**src/rtl/serial_adder.sv**
```systemverilog
// rtl/serial_adder.sv - bit-serial LSB-first adder built around a single full-adder cell

// One-bit full-adder cell shared by every bit position of the serial adder.
module FullAdder (
  input  logic A,
  input  logic B,
  input  logic C,
  output logic Sum,
  output logic Carry
);

  assign Sum   = A ^ B ^ C;
  assign Carry = (A & B) | (C & (A ^ B));

endmodule

// Adds OpA + OpB + CarryIn one bit per clock, LSB first, with a start/busy/done handshake.
module serial_adder #(
  parameter int WIDTH = 8
) (
  input  logic             Clk,
  input  logic             Rst_n,
  input  logic             Start,
  input  logic [WIDTH-1:0] OpA,
  input  logic [WIDTH-1:0] OpB,
  input  logic             CarryIn,
  output logic             Busy,
  output logic             Done,
  output logic [WIDTH-1:0] Sum,
  output logic             CarryOut
);

  localparam int CNT_W = $clog2(WIDTH);
  localparam logic [CNT_W-1:0] LAST_BIT = CNT_W'(WIDTH - 1);

  typedef enum logic [1:0] {
    IDLE = 2'b00,
    RUN  = 2'b01,
    DONE = 2'b10
  } state_t;

  state_t           state;
  logic [WIDTH-1:0] sh_a;
  logic [WIDTH-1:0] sh_b;
  logic [WIDTH-1:0] sh_s;
  logic             cy;
  logic [CNT_W-1:0] cnt;
  logic             fa_sum;
  logic             fa_carry;

  // The cell always sees the current LSBs of both operand shifters and the stored carry.
  FullAdder u_fa (
    .A    (sh_a[0]),
    .B    (sh_b[0]),
    .C    (cy),
    .Sum  (fa_sum),
    .Carry(fa_carry)
  );

  // Control FSM and datapath: load on Start, shift WIDTH times, publish the result on the last bit.
  always_ff @(posedge Clk or negedge Rst_n) begin
    if (!Rst_n) begin
      state    <= IDLE;
      sh_a     <= '0;
      sh_b     <= '0;
      sh_s     <= '0;
      cy       <= 1'b0;
      cnt      <= '0;
      Busy     <= 1'b0;
      Done     <= 1'b0;
      Sum      <= '0;
      CarryOut <= 1'b0;
    end else begin
      case (state)
        // DONE behaves like IDLE for Start so back-to-back additions need no idle gap.
        IDLE, DONE: begin
          Done <= 1'b0;
          if (Start) begin
            sh_a  <= OpA;
            sh_b  <= OpB;
            cy    <= CarryIn;
            cnt   <= '0;
            Busy  <= 1'b1;
            state <= RUN;
          end else begin
            Busy  <= 1'b0;
            state <= IDLE;
          end
        end
        RUN: begin
          sh_s <= {fa_sum, sh_s[WIDTH-1:1]};
          cy   <= fa_carry;
          sh_a <= {1'b0, sh_a[WIDTH-1:1]};
          sh_b <= {1'b0, sh_b[WIDTH-1:1]};
          cnt  <= cnt + 1'b1;
          if (cnt == LAST_BIT) begin
            // The final sum bit is still in flight, so publish it straight from the cell.
            Sum      <= {fa_sum, sh_s[WIDTH-1:1]};
            CarryOut <= fa_carry;
            Busy     <= 1'b0;
            Done     <= 1'b1;
            state    <= DONE;
          end else begin
            Busy <= 1'b1;
            Done <= 1'b0;
          end
        end
        default: begin
          Busy  <= 1'b0;
          Done  <= 1'b0;
          state <= IDLE;
        end
      endcase
    end
  end

endmodule
```
**config.mk**
```make
export PLATFORM = sky130hd
export DESIGN_NAME = serial_adder
export DESIGN_NICKNAME = d
export VERILOG_FILES = /design/src/rtl/serial_adder.sv
export SDC_FILE = /design/constraint.sdc
export NUM_CORES = 1
export LEC_CHECK = 0
export CORE_ASPECT_RATIO = 1.1
export CORE_UTILIZATION = 56
export DETAILED_ROUTE_END_ITERATION = 16
export GPL_TIMING_DRIVEN = 0
export PLACE_DENSITY_LB_ADDON = 0.1
export SLEW_MARGIN = 40
export SYNTH_ARGS = -nofsm -noshare
export SYNTH_HDL_FRONTEND = slang
export SYNTH_HIERARCHICAL = 1
export SYNTH_SLANG_ARGS = --single-unit
```
**constraint.sdc**
```tcl
create_clock -name Clk -period 2.4 [get_ports Clk]
set_clock_uncertainty 0.05 [all_clocks]
set_input_delay 0.24 -clock Clk [delete_from_list [all_inputs] [get_ports Clk]]
set_output_delay 0.24 -clock Clk [all_outputs]
set_load 0.05 [all_outputs]
```
==> summary by stage, run 1 <==
Outcome
The flow ran to the end, but the final reports show violations. The final reports fail on DRC.

Synthesis
The instance count of the mapped netlist is 163. The register area share after synthesis is 53.3%. The most used flip-flop cell after synthesis is sky130_fd_sc_hd__dfrtp_1.

The synthesized netlist devotes 11.3% of its cell area to compound gates. The cell area after synthesis is 0.00188 mm2. The leading cell type by number of instances after synthesis is sky130_fd_sc_hd__dfrtp_1. The register bit total from synthesis is 40.

Counting flops with an async set or reset pin after synthesis yields a share of 100%. The synthesized net count is 186. The share of synthesized area in the top cell type comes to 53.3%. Each instance of the synthesized netlist takes up on average 11.5 um2. The largest family of logic cells by synthesized area is multiplexers.

Of the total synthesized cell area, the portion taken by AND, OR, NAND and NOR gates is 12.9%. The number of synthesized flops with an enable pin is 0. The mux cell area share after synthesis is 15.8%.

Yosys printed 6 warnings. The xor/xnor cell area share of the yosys netlist is 0%. The most area-hungry cell type in the Yosys netlist is sky130_fd_sc_hd__dfrtp_1. The number of distinct library cells after synthesis is 27. After synthesis, the most frequently instantiated cells are sky130_fd_sc_hd__dfrtp_1, sky130_fd_sc_hd__nand2_1, sky130_fd_sc_hd__mux2i_1.

Of the total synthesized cell area, the portion taken by full adders, half adders and majority gates is 2.40%. By area the synthesized netlist is led by sky130_fd_sc_hd__dfrtp_1, sky130_fd_sc_hd__mux2i_1, sky130_fd_sc_hd__mux2_4.

Route
In this run, the number of DRC markers left after iteration 0 of detailed routing was 54. The post-detailed-route via-to-cell ratio is 5.74. The top metal layer carrying routed signals is met4. The met3 wire length is 183 um. After detailed routing, the number of remaining DRC violations is 1. The met2 wirelength from detailed routing is 1790 um. The routed wire length is 3500 um.

The length of the first detailed-routing pass in iterations is 10. The count of vias placed by the detailed router is 1349. In the final routing, the length of wire on met1 measures 1480 um.

Once detail routing completed, the nets flagged for antenna violations numbered 0. The routed length per placed instance is 14.9 um.

Worst setup path
Tracing the worst setup path back leads to its startpoint at CarryOut. The setup path with the least slack is of type reg -> out. The signal on the critical path passes through clkdlybuf4s50_1. Data on the critical path arrives at its endpoint at 1.53 ns. In this run the worst path has a maximum fanout of 2. Counting both buffers and inverters, the worst setup path holds a total of 1. In this design, the stage delay of the slowest critical-path cell is 0.81 ns. The critical path capture point type is an output port. Broken down by cell family, the worst path's largest delay share belongs to buffers and inverters.

On the critical path, the stage with the largest delay is an instance of sky130_fd_sc_hd__clkdlybuf4s50_1. STA classifies the critical path startpoint as a flip-flop. The source of the worst register-to-register timing path is cnt[0]. The required time at the endpoint of the critical path is 2.11 ns.

Floorplanning
The die covers 0.00359 mm2. The floorplan die width is 57.2 um. 31 I/O pins were placed. Once the floorplan was initialized, standard cells occupied 60.1% of the core.

The die height is 62.8 um. The floorplan step defined a core boundary enclosing 0.00313 mm2. The initialized floorplan defines 21 standard-cell rows.

Clock tree
Clock-pin slew was measured on the worst setup and hold paths at 0.12 ns. The clock tree from TritonCTS is built. The CTS root buffer is sky130_fd_sc_hd__clkbuf_4.

At the later pin of the worst-skew pair, clock insertion delay measures 0.35 ns. The H-tree was split into 2 levels. The number of clock buffers added by TritonCTS is 5. The total of cells resized after clock tree synthesis is 0. The worst-case clock buffer depth is 2.

The clock drives 40 sinks. The buffer count from post-CTS setup fixing is 0. After clock tree synthesis, the flow added hold-fix buffers numbering 1.

Pwr
The overall power after layout is 3.07 mW. The total power density per cell area is 1340 mW/mm2. Across the VDD grid, the largest voltage drop is 0.635 mV. The leakage component of the power is 1.02 nW.

STA
Setup repair after global routing left no endpoint under its margin. The transition at the pin with the smallest max-transition slack is 0.501 ns. For the final routed database, the setup TNS stands at 0 ns. The count of endpoints failing setup in the final report is 0. The worst path uses 75.9% of the clock period. The final max-slew violation count is 0.

The relative slew slack is 66.6%. The maximum clock frequency is 549 MHz. The final hold violation count is 0.

The final worst slack is 0.578 ns. The final period demand of the worst path is 1.82 ns.

Global routing
The global route total overflow is 0. The maximum number of pins on one net before global-route repair is 41. The via count of the first global-routing pass was 1439. The total track usage is 22.8%. The wire length of the first global-routing pass is 6290 um. The initial antenna violation count is 0.

Cells and area
After routing the design area is 0.00230 mm2. Relative to the synthesized area, the layout overhead comes to 22.2%. 0 antenna diodes ended up in the layout.

The number of nets in the finished design is 223. The fraction of final layout cells sized beyond drive strength 1 is 14.9%.

Placed design
Before CTS, the worst setup slack after placement is 0.910 ns. Input and output buffers added on the ports amount to 29. Routability-driven placement finished with a final weighted congestion of 0.792. After detailed placement, the total cell area comes to 0.00221 mm2. The estimated wirelength of the detail-placed design is 2450 um.

Hold path
The worst hold path belongs to the class in -> reg. The worst min-delay path startpoint is Start.

Job
The tool flagged a number of max-cap violations equal to 0.
-- cells by family after synthesis --
logic type / count (synthesis)
AND/OR/NAND/NOR: 48
adder cells (fa/ha/maj): 3
AO/OA/AOI/OAI: 34
multiplexers: 25
flip-flops: 40
buffers and inverters: 13
-- registers in the layout (all words and copies together) (netlist names) --
name,count
Sum,8
sh_a,8
sh_b,8
sh_s,7
cnt,3
state,2
Busy,1
CarryOut,1
Done,1
cy,1
-- stage by stage --
step	cells	hold WS, ns	utilization (%)
final	235	0.268	73.4
after global routing	235	0.293	73.4
after CTS	235	0.259	73.4
after detailed placement	226	0.191	70.7
after global placement	226	0.409	70.7
after floorplan	163	-0.106	-
-- cells in the final DEF (no fill, tap or decap), types with 2 or more instances in the layout --
master / count
sky130_fd_sc_hd__nand2_1: 22
sky130_fd_sc_hd__clkbuf_4: 5
sky130_fd_sc_hd__buf_6: 2
sky130_fd_sc_hd__ha_1: 2
sky130_fd_sc_hd__nor2_1: 3
sky130_fd_sc_hd__o22ai_1: 2
sky130_fd_sc_hd__a211oi_1: 12
sky130_fd_sc_hd__dfrtp_1: 40
sky130_fd_sc_hd__nor2b_1: 13
sky130_fd_sc_hd__buf_4: 2
sky130_fd_sc_hd__mux2_4: 9
sky130_fd_sc_hd__clkbuf_1: 3
sky130_fd_sc_hd__a22o_1: 2
sky130_fd_sc_hd__buf_2: 6
sky130_fd_sc_hd__a21oi_1: 12
sky130_fd_sc_hd__mux2i_1: 14
sky130_fd_sc_hd__clkdlybuf4s50_1: 28
sky130_fd_sc_hd__nand3_1: 4
sky130_fd_sc_hd__nand2b_1: 2
sky130_fd_sc_hd__nor3_1: 2
sky130_fd_sc_hd__o21ai_0: 5
-- final timing paths --
path,endpoint,slack (ns),depth (start not counted)
worst max register to register,Sum[6],0.88,5
min in group asynchronous,Busy,0.33,2
max in group asynchronous,cy,1.61,2
worst min-delay path,sh_b[0],0.27,3
worst max-delay path,CarryOut,0.58,1
worst min register to register,sh_s[1],0.45,2
-- power by group --
part | switching [mW] | internal, mW | leakage (nW) | total, mW
clock network | 0.215 | 0.218 | 0.0422 | 0.434
logic | 0.805 | 0.641 | 0.487 | 1.45
registers | 0.208 | 0.985 | 0.487 | 1.19
-- final cells by class --
cell class / instances / area (um2)
clock buffers: 6 / 41.3
well taps: 34 / 42.5
repair buffers: 30 / 298
fillers: 211 / 831
flip-flops and latches: 40 / 1000
multi-input cells: 110 / 798
plain buffers: 11 / 67.6
inverters: 2 / 12.5
clock inverters: 2 / 35.0
-- per-layer routing --
layer  track usage, %  up-vias
met3             6.63        4
met5                0        -
li1                 -      640
met4             8.23        0
met1             26.4      659
met2             39.6       46
No activity file was read; power rests on OpenSTA's default activity.
==> run 2, diff against run 1 <==
CORE_UTILIZATION = 52   (was 56)
clock period = 1.8 ns   (was 2.4 ns; I/O delays follow)
==> run 2 against run 1 <==
Against the previous run:
- the run now ends clean
- wire length decreased by 0.40%
- highest routed layer unchanged
- critical path depth unchanged
- die area increased by 7.4%
- critical endpoint is now Sum[2]
- core utilization decreased by 5.3 points
- sequential share of layout area decreased by 0.19 points
==> summary by stage, run 2 (synthesized netlist as in run 1, its figures left out) <==
Outcome
The run finished with clean final reports.

Hold path
The number of cells on the worst hold path is 3. For hold timing, the worst endpoint is sh_a[7]. The startpoint identified for the worst hold timing path is Start. The class of the most critical hold timing path is in -> reg.

Worst setup path
Data on the critical path is required at its endpoint by 1.57 ns. Walking the worst path, the cells encountered are clkdlybuf4s50_1. The number of cells on the worst reg-to-reg path is 5. The kind of cell adding the most delay to the critical path is buffers and inverters. The startpoint identified for the worst register-to-register timing path is cnt[0].

The setup path with the least slack is of type reg -> out. In this run the critical register-to-register path is captured at Sum[6]. The cell with the largest stage delay on the worst path is sky130_fd_sc_hd__clkdlybuf4s50_1.

Setup slack on the worst reg-to-reg path comes out at 0.30 ns. The number of buffers and inverters on the critical path is 1. The critical path's largest stage delay is 0.80 ns. Data on the critical path arrives at its endpoint at 1.51 ns.

The worst setup path is launched from a flip-flop. In this run the worst path has a maximum fanout of 2. STA classifies the critical path endpoint as an output port.

STA
The final period demand of the worst path is 1.74 ns. After routing, the total negative slack on setup checks comes to 0 ns. The maximum clock frequency is 576 MHz. The final max-slew violation count is 0. Setup slack closes at 0.0625 ns. The final hold violation count is 0. Setup violations remaining at the end of the flow were counted as 0. The worst path uses 96.5% of the clock period.

Headroom to the max-slew limit came out at 66.2%. Setup repair after global routing left no endpoint under its margin. The transition at the pin with the smallest max-transition slack is 0.507 ns. Hold timing on the final database bottoms out at a slack of 0.223 ns.

Route
In the routed layout, each cell is associated on average with a via count of 5.29. The count of vias placed by the detailed router is 1317. The remaining number of nets flagged by the antenna check after routing is 0. The length of the first detailed-routing pass in iterations is 4. The routed length per placed instance is 14.0 um. The number of DRC violations after detailed routing is 0. For this block, the initial DRC count from the detailed router was 58. The final layout contains routed wiring with a total length of 3480 um.

Floorplanning
The die is 59.3 um wide. The die covers 0.00386 mm2. The total area inside the core boundary comes to 0.00339 mm2. The die height is 65.1 um. The effective utilization at floorplan is 55.5%. The floorplan row count is 22.

The number of ports placed on the die boundary is 31.

Placed design
The post-placement cell count is 240. After detailed placement, the total cell area comes to 0.00223 mm2. The worst slack after detailed placement is 0.316 ns. During placement, the flow inserted port buffers numbering 29.

At the end of routability-driven placement, the weighted congestion stood at 0.768. Once detailed placement completed, the half-perimeter wirelength came to 2380 um.

Job
The tool flagged a number of max-cap violations equal to 0.

Cells and area
The cell area after layout is 0.00231 mm2. In the final layout, the registers with the most flip-flops are Sum x8, sh_a x8, sh_b x8. The signed area change from the synthesized netlist to the final layout is 22.7%. The library cell used most frequently in the layout, excluding fill and tap cells, is sky130_fd_sc_hd__dfrtp_1.

The repair_antennas step left the layout with diodes totalling 0. The fraction of final layout cells sized beyond drive strength 1 is 15.4%. Once layout is complete, the utilization of the core stands at 68.1%. The non-filler instance count after layout is 249. For this run, the post-layout net count is 223. The top cell types in the final layout, fill and taps aside, are sky130_fd_sc_hd__dfrtp_1, sky130_fd_sc_hd__clkdlybuf4s50_1, sky130_fd_sc_hd__nand2_1, sky130_fd_sc_hd__mux2i_1, sky130_fd_sc_hd__nor2b_1.

Pwr
The switching component of the power is 1.61 mW. Cell internal power was estimated by the tool at 2.35 mW. Sequential cells burn 40.2% of the power.

Net switching is 40.7% of the power. The clock network accounts for 12.0% of the total power. The overall power after layout is 3.96 mW. Combinational cells account for 47.8% of the total power. The peak supply drop is 0.705 mV. For this design the static power due to leakage is 1.04 nW.

The total power density per cell area is 1720 mW/mm2.

Global routing
The wire length of the first global-routing pass is 5910 um. Entering global routing, the biggest net connects 41 pins. The via count of the first global-routing pass was 1275.

The total track usage is 20.6%. The initial antenna violation count came to 0. The global route total overflow is 0.

Clock tree
The clock insertion delay at the later pin of the skew report is 0.34 ns. TritonCTS built the clock tree. The worst-case clock buffer depth is 2.

Clock-pin slew was measured on the worst setup and hold paths at 0.12 ns. The tree is rooted in a sky130_fd_sc_hd__clkbuf_4. The H-tree was split into 2 levels. The clock drives 40 sinks.

The number of clock buffers added by TritonCTS is 5.
==> run 2: final cells by class <==
class,count,area (um2)
plain buffers,11,67.6
inverters,2,12.5
fillers,266,1080
clock inverters,2,10.0
flip-flops and latches,40,1000
multi-input cells,110,798
repair buffers,30,305
clock buffers,6,51.3
well taps,48,60.1
==> run 2: repair_timing <==
| action | CTS | global route |
|---|---|---|
| setup endpoints to repair | 0 | 3 |
| gates resized for setup | 0 | 3 |
| endpoints found under the hold margin | 40 | 0 |
| setup buffers | 0 | 0 |
| hold buffers | 1 | 0 |
==> run 2: power groups by stage <==
stage | Combinational [mW] | Clock, mW | Sequential (mW)
2_1_floorplan | 1.05 | 0 | 1.92
3_3_place_gp | 1.86 | 0 | 1.58
3_5_place_dp | 1.91 | 0 | 1.61
4_1_cts | 1.92 | 0.485 | 1.59
5_1_grt | 2.09 | 0.530 | 1.64
6_report | 1.89 | 0.476 | 1.59
==> run 2: how the worst max path moves through the flow <==
stage	start	end	slack [ns]	cells after the start
after global placement	Rst_n	sh_a[4]	-0.42	1
after floorplan	cnt[0]	Sum[0]	0.40	5
after global routing	Sum[4]	Sum[4]	0.007	1
final	Sum[2]	Sum[2]	0.06	1
after CTS	Sum[6]	Sum[6]	0.02	1
after detailed placement	cnt[0]	Sum[6]	0.32	5
==> run 2: layer usage <==
layer	track usage [%]	up-vias	share of wire, %
li1	-	641	-
met1	25.2	645	45
met2	35.7	27	50
met3	4.39	4	3.7
met4	6.25	0	0.83
met5	0	-	0
==> run 2: worst reg2reg max path, stage by stage, from the launching register on <==
cell and delay (ns):
sky130_fd_sc_hd__dfrtp_1 0.42, sky130_fd_sc_hd__ha_1 0.20, sky130_fd_sc_hd__ha_1 0.24, sky130_fd_sc_hd__nand2_4 0.12
sky130_fd_sc_hd__inv_6 0.07, sky130_fd_sc_hd__mux2_4 0.30
==> run 3, diff against run 2 <==
CORE_UTILIZATION = 45   (was 52)
==> run 3 against run 2 <==
Against the previous run:
- sequential power barely moved
- sequential share of layout area fell by 0.81 points
- highest routed layer unchanged
- critical endpoint is now CarryOut
- global-route usage fell by 1.7 points
- final area rose by 1.9%
- largest power group unchanged
- count of clock-buffer cells in the layout did not move
- fmax rose by 2.5%
==> summary by stage, run 3 (synthesized netlist as in run 1, its figures left out) <==
Floorplanning
The floorplan step set the die height to 69.8 um. Pin placement for this block handled 31 I/O pins. The die covers 0.00444 mm2. The core region area is 0.00399 mm2. The floorplan row count is 24. The floorplan die width is 63.6 um. The effective utilization at floorplan is 47.1%.

Pwr
VDD sags by at most 0.835 mV. In this run, the clock network consumes 17.0% of the power. In this run the power density over the cells is 1800 mW/mm2.

For this design the static power due to leakage is 1.03 nW. The sequential share of power is 37.7%. The switching component of the power is 1.65 mW.

The total internal power is 2.58 mW. Of the total power, the share spent switching nets is 38.9%. The combinational group share of total power is 45.3%.

Global routing
The initial antenna violation count is 0. The maximum number of pins on one net before global-route repair is 41. The global route total overflow is 0. The first global-routing pass estimated 6400 um of wire. Global routing used 18.9% of the available tracks across all layers. The via count of the first global-routing pass is 1369.

Clock tree
The clock-pin slew reported for the worst setup and hold paths after clock tree synthesis is 0.07 ns. In this run the clock root is driven by a sky130_fd_sc_hd__clkbuf_8. The total of cells resized after clock tree synthesis is 0.

The H-tree was split into 2 levels. No sink is reached through more buffers than the 2 on the longest clock path. The total CTS buffers is 5.

The buffer count from post-CTS setup fixing is 0. The tree built by TritonCTS fans out to 40 sinks. The clock tree from TritonCTS is built. The later pin in the worst-skew pair is clocked with a latency of 0.29 ns.

The number of hold-repair buffers added at the cts stage is 1.

STA
The worst path uses 94.2% of the clock period. Setup violations remaining at the end of the flow were counted as 0. For the pin with the worst max-slew slack, the measured transition is 0.517 ns.

The final hold violation count is 0. The maximum clock frequency is 590 MHz. The relative slew slack is 65.5%. Setup repair after global routing left no endpoint under its margin. The final period demand of the worst path is 1.70 ns. The final max-slew violation count is 0. In the final timing run, aggregate negative setup slack is 0 ns.

Cells and area
Leaving out fill and tap cells, the most frequent cell in the layout is sky130_fd_sc_hd__dfrtp_1. The fraction of final layout cells sized beyond drive strength 1 is 14.9%. The non-filler instance count after layout is 253. The final core area utilization is 58.8%. The number of antenna diodes in the final layout is 0.

In the final layout, the registers with the most flip-flops are Sum x8, sh_a x8, sh_b x8. In the layout the commonest cells are sky130_fd_sc_hd__dfrtp_1, sky130_fd_sc_hd__clkdlybuf4s50_1, sky130_fd_sc_hd__nand2_1, sky130_fd_sc_hd__mux2i_1, sky130_fd_sc_hd__nor2b_1. In the final design database the tool counted 223 nets. The area growth from synthesis to layout is 25.0%.

Worst setup path
The kind of cell adding the most delay to the critical path is buffers and inverters. The maximum fanout count along the critical path is 2. The worst setup path is captured at an output port.

The data arrival time at the worst-slack endpoint is 1.47 ns. For this run, the slowest stage of the critical path takes 0.80 ns. The type of origin of the critical path is a flip-flop. The signal on the critical path passes through clkdlybuf4s50_1. At the worst endpoint, the required time is 1.57 ns. For this design, the slowest cell found on the critical path is sky130_fd_sc_hd__clkdlybuf4s50_1.

Counting cells, the worst reg-to-reg path comes to 5. The critical path class is reg -> out. The internal reg-to-reg setup slack is 0.29 ns. The number of buffers and inverters on the critical path is 1.

In this run the critical register-to-register path is launched from cnt[0]. In this run the critical register-to-register path is captured at Sum[1].

Hold path
In this run the most critical hold path is launched from Start. The class of the most critical hold timing path is in -> reg. The path with the worst hold slack has its endpoint at sh_b[7]. The number of cells on the worst hold path is 3.

Job
Across the run, the number of max-cap violations was 0.

Route
The count of nets left with antenna violations once routing finished came out at 0. In this run, the number of DRC markers left after iteration 0 of detailed routing was 50. After detailed routing, the average wire length per cell comes to 14.5 um. The post-detailed-route via-to-cell ratio is 5.34. The routed wire length is 3660 um. The routed layout has 1350 vias. The first detailed-routing pass ran for 4 iterations. The number of DRC violations after detailed routing is 0.

Placed design
The post-placement cell count is 244. The count of buffers added on input and output ports is 29. The estimated wirelength of the detail-placed design is 2540 um.

The final weighted congestion in routability-driven placement is 0.752.

Outcome
The flow ran to the end, and the final reports show no timing, DRC or antenna violations.
[run 3: how the worst max path moves through the flow]
stage             start       end  cells past startpoint
2_1_floorplan    cnt[0]    Sum[0]                      5
3_3_place_gp      Rst_n   sh_a[2]                      1
3_5_place_dp     cnt[0]    Sum[1]                      5
4_1_cts        CarryOut  CarryOut                      1
5_1_grt        CarryOut  CarryOut                      1
6_report       CarryOut  CarryOut                      1
[run 3: power by group through the flow]
stage | clock network (mW) | registers (mW) | logic, mW
finish | 0.719 | 1.59 | 1.92
global route | 0.780 | 1.65 | 2.10
CTS | 0.736 | 1.59 | 1.94
detailed placement | 0 | 1.61 | 1.93
global placement | 0 | 1.58 | 1.86
floorplan | 0 | 1.92 | 1.05
[run 3: tightest hold or removal path, cell delays in order]
cell and delay (ns):
sky130_fd_sc_hd__buf_2 0.17, sky130_fd_sc_hd__mux2i_1 0.15, sky130_fd_sc_hd__o21ai_0 0.08
[run 3: through the flow]
stage	power [mW]	hold WS, ns	worst slack [ns]	area (um2)
final	4.23	0.291	0.105	2350
after global routing	4.53	0.317	0.0649	2350
after global placement	3.44	0.408	-0.457	2230
after CTS	4.27	0.297	0.0923	2350
after detailed placement	3.54	0.137	0.291	2230
after floorplan	2.97	-0.166	0.398	1880
[run 3: layout make-up]
class | count | area [um2]
plain buffers | 11 | 67.6
clock buffers | 6 | 72.6
clock inverters | 2 | 35.0
fillers | 327 | 1640
inverters | 2 | 12.5
multi-input cells | 110 | 798
flip-flops and latches | 40 | 1000
well taps | 52 | 65.1
repair buffers | 30 | 298
[run 3: layer usage]
layer | wire length [um] | up-vias | GRT usage [%]
met5 | 0 | - | 0
met4 | 51 | 0 | 5.30
met3 | 192 | 5 | 6.91
met2 | 1840 | 37 | 31.9
met1 | 1570 | 666 | 22.3
li1 | - | 642 | -
